**config.mk**
```make
export PLATFORM = sky130hd
export DESIGN_NAME = alarm_controller
export DESIGN_NICKNAME = d
export VERILOG_FILES = /design/src/rtl/clock_pkg.sv /design/src/rtl/alarm_tone_gen.sv /design/src/rtl/alarm_controller.sv
export SDC_FILE = /design/constraint.sdc
export NUM_CORES = 1
export LEC_CHECK = 0
export ABC_AREA = 1
export BUFFER_PORTS_ARGS = -buffer_cell sky130_fd_sc_hd__clkbuf_2
export CAP_MARGIN = 20
export CORE_UTILIZATION = 44
export CTS_CLUSTER_SIZE = 30
export DETAILED_ROUTE_END_ITERATION = 7
export SKIP_LAST_GASP = 1
export SYNTH_ARGS = -nofsm -noshare
export SYNTH_HDL_FRONTEND = slang
export SYNTH_HIERARCHICAL = 1
export SYNTH_SLANG_ARGS = --single-unit
```
**constraint.sdc**
```tcl
create_clock -name clk -period 1.9 [get_ports clk]
set_input_delay 0.095 -clock clk [delete_from_list [all_inputs] [get_ports clk]]
set_output_delay 0.095 -clock clk [all_outputs]
set_load 0.05 [all_outputs]
```
**src/rtl/clock_pkg.sv**
```systemverilog
`default_nettype none
// =====================================================================
// clock_pkg : shared BCD types, alarm states and BCD increment helper
// Rev 1.0
// =====================================================================
package clock_pkg;

    typedef logic [3:0] bcd_t;

    typedef enum logic [1:0] {
        DISABLED = 2'd0,
        ARMED    = 2'd1,
        RINGING  = 2'd2,
        SNOOZE   = 2'd3
    } alarm_state_t;

    localparam int         CLK_FREQ_DEFAULT = 50_000_000;
    localparam logic [7:0] MAX_HOUR_BCD     = 8'h23;
    localparam logic [7:0] MAX_MIN_BCD      = 8'h59;

    // Two-digit BCD +1 that wraps to 00 once the given maximum is reached.
    function automatic logic [7:0] bcd_inc(input logic [7:0] val, input logic [7:0] max);
        logic [7:0] res;
        if (val == max) begin
            res = 8'h00;
        end else if (val[3:0] == 4'd9) begin
            res = {val[7:4] + 4'd1, 4'd0};
        end else begin
            res = {val[7:4], val[3:0] + 4'd1};
        end
        return res;
    endfunction

endpackage
`default_nettype wire

```
**src/rtl/alarm_tone_gen.sv**
```systemverilog
`default_nettype none
// =====================================================================
// alarm_tone_gen : registered square wave, high on restart, HALF cycles/phase
// Rev 1.0
// =====================================================================
module alarm_tone_gen #(
    parameter int HALF = 5
) (
    input  logic clk,
    input  logic reset_n,
    input  logic enable,
    input  logic restart,
    output logic tone
);

    localparam int            CW          = $clog2(HALF + 1);
    localparam logic [CW-1:0] C_HALF_LAST = CW'(HALF - 1);

    logic [CW-1:0] r_cnt;

    always_ff @(posedge clk) begin
        if (!reset_n) begin
            r_cnt <= '0;
            tone  <= 1'b0;
        end else if (restart) begin
            r_cnt <= '0;
            tone  <= 1'b1;
        end else if (enable) begin
            if (r_cnt == C_HALF_LAST) begin
                r_cnt <= '0;
                tone  <= ~tone;
            end else begin
                r_cnt <= r_cnt + 1'b1;
            end
        end else begin
            r_cnt <= '0;
            tone  <= 1'b0;
        end
    end

endmodule
`default_nettype wire

```
**src/rtl/alarm_controller.sv**
```systemverilog
`default_nettype none
// =====================================================================
// alarm_controller : HH:MM alarm with pulsed buzzer; snooze under ALARM_SNOOZE_EN
// Rev 1.0
// =====================================================================
module alarm_controller
    import clock_pkg::*;
#(
    parameter int CLK_FREQ       = CLK_FREQ_DEFAULT,
    parameter int BEEP_HZ        = 2,
    parameter int RING_SECONDS   = 60,
    parameter int SNOOZE_SECONDS = 300
) (
    input  logic clk,
    input  logic reset_n,
    input  bcd_t h2,
    input  bcd_t h1,
    input  bcd_t m2,
    input  bcd_t m1,
    input  bcd_t s2,
    input  bcd_t s1,
    input  logic alarm_en,
    input  logic set_hour_p,
    input  logic set_min_p,
    input  logic stop_p,
    input  logic snooze_p,
    output bcd_t alarm_h2,
    output bcd_t alarm_h1,
    output bcd_t alarm_m2,
    output bcd_t alarm_m1,
    output logic armed,
    output logic ringing,
    output logic snoozing,
    output logic buzzer
);

    localparam int            HALF        = CLK_FREQ / (2 * BEEP_HZ);
    localparam int            RW          = $clog2(RING_SECONDS + 1);
    localparam logic [RW-1:0] C_RING_LAST = RW'(RING_SECONDS - 1);

    alarm_state_t  r_state, w_state_nx;
    logic [7:0]    r_alarm_hh, r_alarm_mm;
    bcd_t          r_s1_prev;
    logic [RW-1:0] r_ring_cnt, w_ring_cnt_nx;
    logic          w_sec_tick, w_match, w_enter_ring, w_set_ok;

`ifdef ALARM_SNOOZE_EN
    localparam int            SW         = $clog2(SNOOZE_SECONDS + 1);
    localparam logic [SW-1:0] C_SNZ_LOAD = SW'(SNOOZE_SECONDS);
    logic [SW-1:0] r_snz_cnt, w_snz_cnt_nx;
`else
    localparam int c_unused_snooze_seconds = SNOOZE_SECONDS;
    logic w_unused_snooze;
    assign w_unused_snooze = snooze_p;
    assign snoozing        = 1'b0;
`endif

    // Minute changes made via min_up leave s1 still, so they never produce a tick.
    assign w_sec_tick = (s1 != r_s1_prev);
    assign w_match    = w_sec_tick && (s2 == 4'd0) && (s1 == 4'd0) &&
                        ({h2, h1, m2, m1} == {r_alarm_hh, r_alarm_mm});
    assign w_set_ok   = (r_state == DISABLED) || (r_state == ARMED);

    always_comb begin
        w_state_nx    = r_state;
        w_enter_ring  = 1'b0;
        w_ring_cnt_nx = r_ring_cnt;
`ifdef ALARM_SNOOZE_EN
        w_snz_cnt_nx  = r_snz_cnt;
`endif
        if (!alarm_en) begin
            w_state_nx = DISABLED;
        end else begin
            case (r_state)
                DISABLED: w_state_nx = ARMED;
                ARMED: begin
                    if (w_match) begin
                        w_state_nx   = RINGING;
                        w_enter_ring = 1'b1;
                    end
                end
                RINGING: begin
                    if (stop_p) begin
                        w_state_nx = ARMED;
                    end
`ifdef ALARM_SNOOZE_EN
                    else if (snooze_p) begin
                        w_state_nx   = SNOOZE;
                        w_snz_cnt_nx = C_SNZ_LOAD;
                    end
`endif
                    else if (w_sec_tick) begin
                        if (r_ring_cnt == C_RING_LAST) begin
                            w_state_nx = ARMED;
                        end else begin
                            w_ring_cnt_nx = r_ring_cnt + 1'b1;
                        end
                    end
                end
`ifdef ALARM_SNOOZE_EN
                SNOOZE: begin
                    if (stop_p) begin
                        w_state_nx = ARMED;
                    end else if (w_sec_tick) begin
                        if (r_snz_cnt == SW'(1)) begin
                            w_state_nx   = RINGING;
                            w_enter_ring = 1'b1;
                        end else begin
                            w_snz_cnt_nx = r_snz_cnt - 1'b1;
                        end
                    end
                end
`endif
                default: w_state_nx = DISABLED;
            endcase
        end
        if (w_enter_ring) begin
            w_ring_cnt_nx = '0;
        end
    end

    always_ff @(posedge clk) begin
        if (!reset_n) begin
            r_state    <= DISABLED;
            r_alarm_hh <= 8'h00;
            r_alarm_mm <= 8'h00;
            r_s1_prev  <= 4'd0;
            r_ring_cnt <= '0;
            armed      <= 1'b0;
            ringing    <= 1'b0;
`ifdef ALARM_SNOOZE_EN
            r_snz_cnt  <= '0;
            snoozing   <= 1'b0;
`endif
        end else begin
            r_state    <= w_state_nx;
            r_s1_prev  <= s1;
            r_ring_cnt <= w_ring_cnt_nx;
            armed      <= (w_state_nx == ARMED);
            ringing    <= (w_state_nx == RINGING);
`ifdef ALARM_SNOOZE_EN
            r_snz_cnt  <= w_snz_cnt_nx;
            snoozing   <= (w_state_nx == SNOOZE);
`endif
            // Match above used the pre-increment alarm value.
            if (w_set_ok && set_hour_p) begin
                r_alarm_hh <= bcd_inc(r_alarm_hh, MAX_HOUR_BCD);
            end
            if (w_set_ok && set_min_p) begin
                r_alarm_mm <= bcd_inc(r_alarm_mm, MAX_MIN_BCD);
            end
        end
    end

    assign alarm_h2 = r_alarm_hh[7:4];
    assign alarm_h1 = r_alarm_hh[3:0];
    assign alarm_m2 = r_alarm_mm[7:4];
    assign alarm_m1 = r_alarm_mm[3:0];

    alarm_tone_gen #(
        .HALF (HALF)
    ) u_tone (
        .clk     (clk),
        .reset_n (reset_n),
        .enable  (w_state_nx == RINGING),
        .restart (w_enter_ring),
        .tone    (buzzer)
    );

endmodule
`default_nettype wire

```
==> reports/results.ini, run 1 <==
[run_status]
outcome = complete, no violations

[timing]
slew_viol_final = 0
post-route-period-util = 0.965
rsz0062_at_grt = yes
final_hold_viol_count = 0
tns_ns = 0
finalSetupViolations = 0
worst_slew_pin_slew_ns = 0.542
fin_worst_skew_ns = 0.0123
fin_crit_ns = 1.83
fin_ws_ns = 0.0672
slew_headroom = 0.635
fmax_ghz = 0.546

[clock_tree]
clk_pin_slew_ns = 0.11
htreeDepth = 2
numCtsBuffers = 5
clock-sinks = 55
insertion_delay_ns = 0.32
cts_tree = built
cts_root_buffer = clkbuf_8
max-clock-path-buffers = 2

[run]
drv_cap = 0

[route]
dr.pass1.iters = 4
wl_per_cell_microns = 11.1
vias = 3494
ant_nets = 0
drt_iter0_drc = 90
drc_errors = 0
viasPerCell = 4.69
drt_wl_total_microns = 8290

[critical_path]
crit_chain = inv_1 -> nand2_1 -> nand2_1 -> nor2_1 -> nand2_1 -> nor2_1 -> nand3_1 -> nor3b_2 -> inv_1 -> and3_4 -> nand2_8 -> clkbuf_16 -> nor2_1
worstPathRequired_ns = 2.12
ff2ff_setup_slack_ns = 0.07
worst_ep_arrival_time_ns = 2.06
critPathCapture = u_tone/r_cnt[9]$_SDFF_PP0_
critPathMaxFanout = 5
cpPeakStageDelay_ns = 0.36
r2r-end = u_tone/r_cnt[9]$_SDFF_PP0_
r2r-start = r_alarm_mm[6]$_SDFFE_PN0P_
crit_type = reg -> reg
rr_worst_depth = 13
startpoint_type = register
cp-startpoint = r_alarm_mm[6]$_SDFFE_PN0P_
crit_slowest_cell = dfxtp_2
end_kind = register

[finish]
area_delta_synth_final_pct = 27.3
stdcell_count = 745
final_area_sq_um = 4480
final_util = 0.580
final_nets = 683
n_antenna_cell = 0
drive_gt1_frac = 0.283

[power_and_ir_drop]
ir_drop_mv = 0.274
p_per_area_nw_per_um2 = 502
cellLeakagePower_nw = 1.96

[logic_synthesis]
synth_cell_types = 40
ys_seq_elements = 55
postSynthCellCount = 555
synth.avg_cell_area_sq_um = 6.34
yosysTopAreaCellShare = 0.313
yosysWarningCount = 6
ys_top_cells_by_area = dfxtp_1 31%, nand2_1 18%, nor2_1 9.9%
synth_top_cell_by_area = dfxtp_1
syn_area_sq_um = 3520
synth_fp_nets = 596
ys_seq_area_frac = 0.313

[grt]
grt_pass1_vias = 3149
gr-total-overflow = 0
grt_start_max_net_pins = 19
grt_util_all_layers = 0.203
antenna_found_initial = 0
grt_pass1_wl_microns = 13800

[placed_design]
place_inst = 728
place_ws_ns = -0.000735
dp_hpwl_microns = 6460
gp_congestion = 0.888
placed_area_sq_um = 4110
port_buffers = 48

[die]
die_w_microns = 91.5
ios = 51
coreArea_sq_um = 7730
die_area_sq_um = 8360
rows = 32
floorplan.initialDensity = 0.456
die_y_microns = 91.5

[worst_hold_path]
min_path_cells = 3
hold_path.class = in -> reg

[worst min-delay path by stage]
stage | startpoint | end | slack [ns]
4_1_cts | s1[3] | r_s1_prev[3]$_SDFF_PN0_ | 0.00003
3_3_place_gp | s1[2] | r_s1_prev[2]$_SDFF_PN0_ | 0.32
6_report | s1[1] | r_s1_prev[1]$_SDFF_PN0_ | 0.01
3_5_place_dp | s1[2] | r_s1_prev[2]$_SDFF_PN0_ | 0.33
2_1_floorplan | s1[0] | r_s1_prev[0]$_SDFF_PN0_ | 0.19
5_1_grt | s1[3] | r_s1_prev[3]$_SDFF_PN0_ | 0.008
[cell type report]
| class | count | area (sq um) |
|---|---|---|
| clock buffer | 5 | 68.8 |
| clock inverter | 3 | 45.0 |
| timing repair buffer | 84 | 573 |
| fill | 769 | 3250 |
| multi-input combinational | 408 | 2200 |
| sequential | 55 | 1130 |
| tap | 102 | 128 |
| inverter | 88 | 330 |
[placed cells by master (no fill, tap or decap), types with 2 or more instances in the layout]
| cell type | n |
|---|---|
| nand3_2 | 4 |
| clkbuf_8 | 5 |
| nor2_1 | 76 |
| dfxtp_4 | 4 |
| a21oi_1 | 8 |
| nand4_1 | 9 |
| buf_4 | 31 |
| nor2_2 | 19 |
| nor3_1 | 6 |
| inv_1 | 82 |
| buf_12 | 2 |
| xnor2_1 | 3 |
| nand2_4 | 2 |
| xnor2_2 | 4 |
| xor2_1 | 12 |
| dfxtp_1 | 39 |
| nor3b_2 | 2 |
| nand2_2 | 9 |
| clkbuf_2 | 48 |
| clkbuf_16 | 2 |
| nand2_1 | 162 |
| ha_1 | 10 |
| nor3_2 | 2 |
| a21oi_2 | 8 |
| nor2_4 | 12 |
| nand3_1 | 31 |
| inv_2 | 6 |
| or2_2 | 2 |
| o21ai_0 | 12 |
| dfxtp_2 | 12 |
[flip-flops by register name (all words and copies together), names as in the netlist]
register / count
u_tone/r_cnt: 24
r_alarm_hh: 8
r_alarm_mm: 8
r_ring_cnt: 6
r_s1_prev: 4
r_state: 2
armed: 1
ringing: 1
u_tone/tone: 1
[metal layers]
metal	part of all wire	up-vias	GRT usage	routed length, microns
li1	-	1881	-	-
met1	0.49	1554	0.275	4100
met2	0.46	53	0.332	3850
met3	0.032	6	0.0251	268
met4	0.0096	0	0.0701	80
met5	0	-	0	0
[logic make-up after synthesis]
kind of cell | after synthesis | share of synthesized area
fa+ha+maj | 10 | 0.0355
buf+inv | 92 | 0.103
compound gates | 35 | 0.0579
flops | 55 | 0.313
other cells | 1 | 0.00107
xor+xnor | 19 | 0.0537
simple gates | 343 | 0.436
[through the flow]
step	power [mW]	hold slack, ns
2_1_floorplan	1.35	0.188
3_3_place_gp	1.43	0.319
3_5_place_dp	1.44	0.326
4_1_cts	2.27	0.0000254
5_1_grt	2.36	0.00781
6_report	2.25	0.0135
[critical path: cells and delay by family, from the launching register on]
kind,cells,cell delay [ns]
and+or+nand+nor,10,1.07
DFF,1,0.36
buffers and inverters,3,0.31
[cell usage after synthesis, drive strengths merged]
| master | number |
|---|---|
| a211oi | 1 |
| dfxtp | 55 |
| o31ai | 1 |
| conb | 1 |
| nand3 | 36 |
| xnor2 | 7 |
| and3 | 1 |
| o21bai | 1 |
| a21oi | 16 |
| clkbuf | 1 |
| xor2 | 12 |
| buf | 3 |
| or2 | 3 |
| o21a | 1 |
| o32ai | 1 |
| nor3b | 3 |
| nor2 | 107 |
| nand4 | 10 |
| nor3 | 9 |
| inv | 88 |
| nand2 | 174 |
| a221oi | 1 |
| ha | 10 |
| o21ai | 13 |
[where the power goes]
| part | internal, mW | total (mW) | switching, mW |
|---|---|---|---|
| clock network | 0.399 | 0.826 | 0.427 |
| logic | 0.0935 | 0.251 | 0.157 |
| registers | 1.16 | 1.17 | 0.00968 |
| total | 1.66 | 2.25 | 0.594 |
[timing repair]
action,in CTS,in global routing
endpoints found under the hold margin,1,0
pin swaps,0,15
setup buffers,0,6
gates cloned,0,2
hold buffers,1,0
endpoints found under the setup margin,13,25
gates resized for setup,2,42
Power figures use the tool's default switching activity.
==> run 2: changes to the inputs <==
- CORE_MARGIN: default -> 3
- CORE_UTILIZATION: 44 -> 58
- CTS_CLUSTER_DIAMETER: default -> 200
- PLACE_DENSITY: default -> 0.81
==> run 2 against run 1 <==
  * Flip-flop and latch count did not move
  * First-iteration DRC count rose by 130%
  * Clock skew fell by 0.0023 ns
  * Final cell count fell by 6.0%
  * Register-to-register slack got worse by 0.02 ns
  * Non-clock buffer count fell by 14
  * Setup slack got worse by 0.016 ns
  * Design area fell by 6.6%
  * Maximum frequency fell by 0.87%
  * Combinational power fell by 8.4%
  * Clock power fell by 14%
  * Highest routed layer unchanged
==> reports/results.ini, run 2 (synthesis results as in run 1) <==
[worst_hold_path]
hold_path.class = in -> reg
min_path_cells = 3  ; unchanged
hp-start = s1[2]
holdPathEnd = r_s1_prev[2]$_SDFF_PN0_

[die]
coreArea_sq_um = 5680  ; -27%
rows = 27  ; -16%
die_y_microns = 83.9  ; -8.2%
die_area_sq_um = 7040  ; -16%
floorplan.initialDensity = 0.620  ; +0.165
die_w_microns = 83.9  ; -8.2%
ios = 51  ; unchanged

[grt]
antenna_found_initial = 0  ; unchanged
grt_pass1_vias = 3256  ; +3.4%
grt_util_all_layers = 0.231  ; +0.0272
grt_start_max_net_pins = 24  ; +5
grt_pass1_wl_microns = 13700  ; -0.55%
gr-total-overflow = 0  ; unchanged

[route]
dr.pass1.iters = 5  ; +1
vias = 3565  ; +2.0%
drt_iter0_drc = 209  ; +130%
drc_errors = 0  ; unchanged
drt_wl_total_microns = 8300  ; about the same
wl_per_cell_microns = 11.9  ; +6.5%
ant_nets = 0  ; unchanged
viasPerCell = 5.09  ; +8.6%

[timing]
fin_ws_ns = 0.0511  ; -0.0161 ns
finalSetupViolations = 0  ; unchanged
fin_worst_skew_ns = 0.0100  ; -0.00229 ns
slew_headroom = 0.627  ; -0.00778
final_hold_viol_count = 0  ; unchanged
post-route-period-util = 0.973  ; +0.00849
fmax_ghz = 0.541  ; -0.87%
fin_crit_ns = 1.85  ; +0.0161 ns
slew_viol_final = 0  ; unchanged
worst_slew_pin_slew_ns = 0.554  ; +0.0116 ns
rsz0062_at_grt = yes

[run_status]
outcome = complete, no violations

[critical_path]
crit_slowest_cell = dfxtp_2
r2r-end = u_tone/r_cnt[22]$_SDFF_PP0_
crit_chain = inv_1 -> nand2_1 -> nand2_1 -> nor2_1 -> nand2_1 -> nor2_1 -> nand3_2 -> nor3b_2 -> inv_1 -> and3_4 -> nand2_8 -> a21oi_1
worst-path-stages = 12  ; -1
rr_worst_depth = 12  ; -1
crit_top_cell = nand2_1
end_kind = register
crit_type = reg -> reg
ff2ff_setup_slack_ns = 0.05  ; -0.02 ns
worstPathRequired_ns = 2.10  ; -0.02 ns
cp-startpoint = r_alarm_mm[4]$_SDFFE_PN0P_
worst_ep_arrival_time_ns = 2.05  ; about the same
cpPeakStageDelay_ns = 0.36  ; about the same
r2r-start = r_alarm_mm[4]$_SDFFE_PN0P_
critPathMaxFanout = 23  ; +18
startpoint_type = register
critPathTopFamily = simple AND/OR/NAND/NOR gates
critPathBufInv = 2  ; -1

[clock_tree]
numCtsBuffers = 5  ; unchanged
cts_tree = built
clock-sinks = 55  ; unchanged
cts_root_buffer = clkbuf_8
htreeDepth = 2  ; unchanged
max-clock-path-buffers = 2  ; unchanged
insertion_delay_ns = 0.31  ; about the same
clk_pin_slew_ns = 0.10  ; about the same

[finish]
final_cell_mix = 164 x nand2_1, 90 x nor2_1, 82 x inv_1
largest_reg_flops = 24  ; unchanged
drive_gt1_frac = 0.240  ; -0.0426
final_nets = 669  ; -2.0%
layout_commonest_cell = nand2_1
largestRegisters = u_tone/r_cnt (24), r_alarm_hh (8), r_alarm_mm (8)
n_antenna_cell = 0  ; unchanged
area_delta_synth_final_pct = 18.9
regMostFlops = u_tone/r_cnt

[power_and_ir_drop]
p_per_area_nw_per_um2 = 505  ; +0.62%
ir_drop_mv = 0.400  ; +46%
power_mw = 2.11  ; -6.0%
cellLeakagePower_nw = 1.85  ; -5.7%

[run]
drv_cap = 0  ; unchanged

[placed_design]
port_buffers = 48  ; unchanged
dp_hpwl_microns = 6310  ; -2.3%
gp_congestion = 0.952  ; +7.2%
place_ws_ns = -0.0515  ; -0.0507 ns

## run 2: worst min-delay path, cell delays in order
cell and delay (ns):
clkbuf_2 0.11, nand2_1 0.05, inv_1 0.04
## run 2: layout make-up
cell class	count	area [sq um]
Clock inverter	1	6.26
Clock buffer	6	93.8
Multi-Input combinational cell	408	2120
Inverter	88	330
Tap cell	72	90.1
Sequential cell	55	1140
Timing Repair Buffer	70	409
Fill cell	492	1490
## run 2: how the worst max path moves through the flow
stage / endpoint / slack [ns]
4_1_cts: u_tone/tone$_SDFFE_PN0P_ / -0.005
2_1_floorplan: u_tone/r_cnt[12]$_SDFF_PP0_ / 0.007
3_3_place_gp: u_tone/r_cnt[17]$_SDFF_PP0_ / 0.01
3_5_place_dp: u_tone/r_cnt[15]$_SDFF_PP0_ / -0.05
5_1_grt: u_tone/r_cnt[15]$_SDFF_PP0_ / -0.09
6_report: u_tone/r_cnt[22]$_SDFF_PP0_ / 0.05
## run 2: layer usage
layer  vias up  GRT usage  part of all wire
li1       1850          -                 -
met2       111      0.411              0.48
met1      1588      0.286              0.44
met4         0     0.0497             0.017
met3        16     0.0454             0.063
met5         -          0                 0
## run 2: repair_timing
item                                    CTS  global route
gates resized for setup                   1            22
pin swaps                                 0            12
gates cloned                              0             0
endpoints found under the setup margin   23            25
setup buffers                             0             3
hold buffers                              0             0
## run 2: stage by stage
| stage | cells | hold slack [ns] | setup TNS [ns] | util | area [sq um] |
|---|---|---|---|---|---|
| after floorplan | 555 | 0.188 | 0 | - | 3550 |
| after global placement | 690 | 0.319 | 0 | 0.703 | 3990 |
| after detailed placement | 690 | 0.331 | -0.701 | 0.703 | 3990 |
| after CTS | 697 | 0.00925 | -0.00507 | 0.722 | 4100 |
| after global routing | 700 | 0.0465 | -1.52 | 0.738 | 4190 |
| final | 700 | 0.0142 | 0 | 0.738 | 4190 |
## run 2: where the power goes
| part | internal (mW) | leakage [nW] | switching [mW] | total [mW] |
|---|---|---|---|---|
| Sequential | 1.16 | 0.455 | 0.0125 | 1.17 |
| Combinational | 0.0815 | 1.34 | 0.149 | 0.230 |
| Clock | 0.334 | 0.0527 | 0.379 | 0.713 |
==> run 3: changes to the inputs <==
- MAX_ROUTING_LAYER: default -> met4
==> run 3 against run 2 <==
  * Design area down 0.42%
  * Sequential share of layout area hardly changed
  * Largest cell class unchanged
  * Critical path depth is 1 higher
  * Maximum frequency grew 1.9%
==> reports/results.ini, run 3 (synthesis results as in run 1) <==
[finish]
layout_commonest_cell = nand2_1
stdcell_count = 704  ; +0.57%
final_util = 0.735  ; -0.00309
final_area_sq_um = 4170  ; -0.42%
drive_gt1_frac = 0.236  ; -0.00469
regMostFlops = u_tone/r_cnt
final_nets = 672  ; +0.45%
area_delta_synth_final_pct = 18.4
largest_reg_flops = 24  ; unchanged
largestRegisters = u_tone/r_cnt (24), r_alarm_hh (8), r_alarm_mm (8)
n_antenna_cell = 0  ; unchanged
final_cell_mix = 166 x nand2_1, 91 x nor2_1, 83 x inv_1

[power_and_ir_drop]
ir_drop_mv = 0.395  ; -1.3%
switchingPower_uw = 564  ; +4.4%
internal_power_mw = 1.51  ; -4.3%
p_clk_frac = 0.320  ; -0.017
seqPwrFrac = 0.567  ; +0.013
sw_frac_of_total = 0.272  ; +0.0168
cellLeakagePower_nw = 1.86  ; +0.59%
comb_power_share = 0.113  ; +0.004
p_per_area_nw_per_um2 = 497  ; -1.7%

[critical_path]
crit_top_cell = nand2_1
worstPathRequired_ns = 2.15  ; +0.05 ns
critPathBufInv = 2  ; unchanged
cpPeakStageDelay_ns = 0.38  ; +0.02 ns
startpoint_type = register
critPathMaxFanout = 23  ; unchanged
end_kind = register
crit_chain = inv_1 -> nand2_1 -> nand2_1 -> nor2_1 -> nand2_1 -> nor2_1 -> nand4_1 -> nand2_1 -> nand2_1 -> inv_1 -> and3_4 -> nand2_8 -> a21oi_1
crit_slowest_cell = dfxtp_4
ff2ff_setup_slack_ns = 0.09  ; +0.04 ns
critPathTopFamily = simple AND/OR/NAND/NOR gates
crit_type = reg -> reg
worst_ep_arrival_time_ns = 2.06  ; about the same

[route]
wl_per_cell_microns = 11.5  ; -2.8%
drc_errors = 0  ; unchanged
viasPerCell = 5.03  ; -1.3%
drt_wl_total_microns = 8120  ; -2.2%
dr.pass1.iters = 5  ; unchanged
drt_iter0_drc = 166  ; -21%
vias = 3538  ; -0.76%
ant_nets = 0  ; unchanged

[grt]
antenna_found_initial = 0  ; unchanged
grt_util_all_layers = 0.234  ; +0.00331
gr-total-overflow = 0  ; unchanged
grt_start_max_net_pins = 24  ; unchanged
grt_pass1_wl_microns = 13500  ; -1.5%
grt_pass1_vias = 3194  ; -1.9%

[die]
ios = 51  ; unchanged
die_y_microns = 83.9  ; unchanged
die_w_microns = 83.9  ; unchanged
die_area_sq_um = 7040  ; unchanged
coreArea_sq_um = 5680  ; unchanged
floorplan.initialDensity = 0.620  ; unchanged
rows = 27  ; unchanged

[clock_tree]
numCtsBuffers = 5  ; unchanged
cts_root_buffer = clkbuf_8
clk_pin_slew_ns = 0.10  ; about the same
max-clock-path-buffers = 2  ; unchanged
htreeDepth = 2  ; unchanged
clock-sinks = 55  ; unchanged
insertion_delay_ns = 0.32  ; about the same
cts_tree = built

[timing]
slew_headroom = 0.661  ; +0.0342
post-route-period-util = 0.955  ; -0.0186
worst_slew_pin_slew_ns = 0.503  ; -0.0507 ns
fmax_ghz = 0.551  ; +1.9%
slew_viol_final = 0  ; unchanged
fin_worst_skew_ns = 0.00813  ; -0.00192 ns
fin_crit_ns = 1.81  ; -0.0353 ns
final_hold_viol_count = 0  ; unchanged
rsz0062_at_grt = yes
finalSetupViolations = 0  ; unchanged

[placed_design]
dp_hpwl_microns = 6310  ; -0.10%
place_inst = 692  ; +0.29%
gp_congestion = 0.967  ; +1.5%
placed_area_sq_um = 4000  ; +0.38%
port_buffers = 48  ; unchanged

[worst_hold_path]
hold_path.class = in -> reg

[run_status]
outcome = complete, no violations

[run]
drv_cap = 0  ; unchanged

run 3: changes by cell type in the layout (fill, tap and decap cells not counted), moves of 2 or more:
cell	before	now
dfxtp_4	8	6
nand3_2	7	5
dfxtp_2	8	10
buf_4	21	25
nand2_1	164	166
nand3_1	28	30
nand2_2	8	6
run 3: final timing paths:
check        cells after the start                           to                       start
min reg2reg                      1   u_tone/r_cnt[0]$_SDFF_PP0_  u_tone/r_cnt[0]$_SDFF_PP0_
min                              3      r_s1_prev[2]$_SDFF_PN0_                       s1[2]
max reg2reg                     13  u_tone/r_cnt[22]$_SDFF_PP0_  r_alarm_mm[1]$_SDFFE_PN0P_
max                             13  u_tone/r_cnt[22]$_SDFF_PP0_  r_alarm_mm[1]$_SDFFE_PN0P_
run 3: metal layers:
layer  wire [microns]  vias to the layer above  GRT usage
met5                0                        -          -
met4               83                        0     0.0629
met3              485                       10     0.0355
met2             3880                       86      0.387
met1             3670                     1589      0.298
li1                 -                     1853          -
run 3: power by group through the flow:
| stage | Clock (mW) | Sequential, mW | Combinational (mW) |
|---|---|---|---|
| after floorplan | 0 | 1.23 | 0.114 |
| after global placement | 0 | 1.20 | 0.222 |
| after detailed placement | 0 | 1.20 | 0.227 |
| after CTS | 0.678 | 1.18 | 0.228 |
| after global routing | 0.709 | 1.18 | 0.258 |
| final | 0.663 | 1.17 | 0.235 |
run 3: worst reg2reg max path, delay by kind of cell, from the launching register on:
family,cells,cell delay (ns)
buf+inv,2,0.12
simple gates,10,1.07
compound gates,1,0.16
flops,1,0.38
run 3: layout make-up:
class / instances / area, sq um
tap: 72 / 90.1
fill: 476 / 1510
sequential: 55 / 1140
multi-input combinational: 408 / 2100
inverter: 88 / 330
clock inverter: 3 / 17.5
timing repair buffer: 73 / 428
clock buffer: 5 / 68.8
run 3: timing repair:
item / 4_1_cts / 5_1_grt
pin swaps: 0 / 7
gates resized for setup: 2 / 12
setup endpoints to repair: 23 / 25
setup buffers: 0 / 4
hold buffers: 0 / 0
run 3: stage by stage:
stage	TNS (ns)	hold WS [ns]	total power, mW	setup WS, ns
after floorplan	0	0.188	1.35	0.00701
after global placement	0	0.319	1.42	0.00116
after detailed placement	-1.09	0.328	1.43	-0.0676
after CTS	0	0.000474	2.08	0.0651
after global routing	-0.780	0.0231	2.14	-0.0530
final	0	0.00268	2.07	0.0863
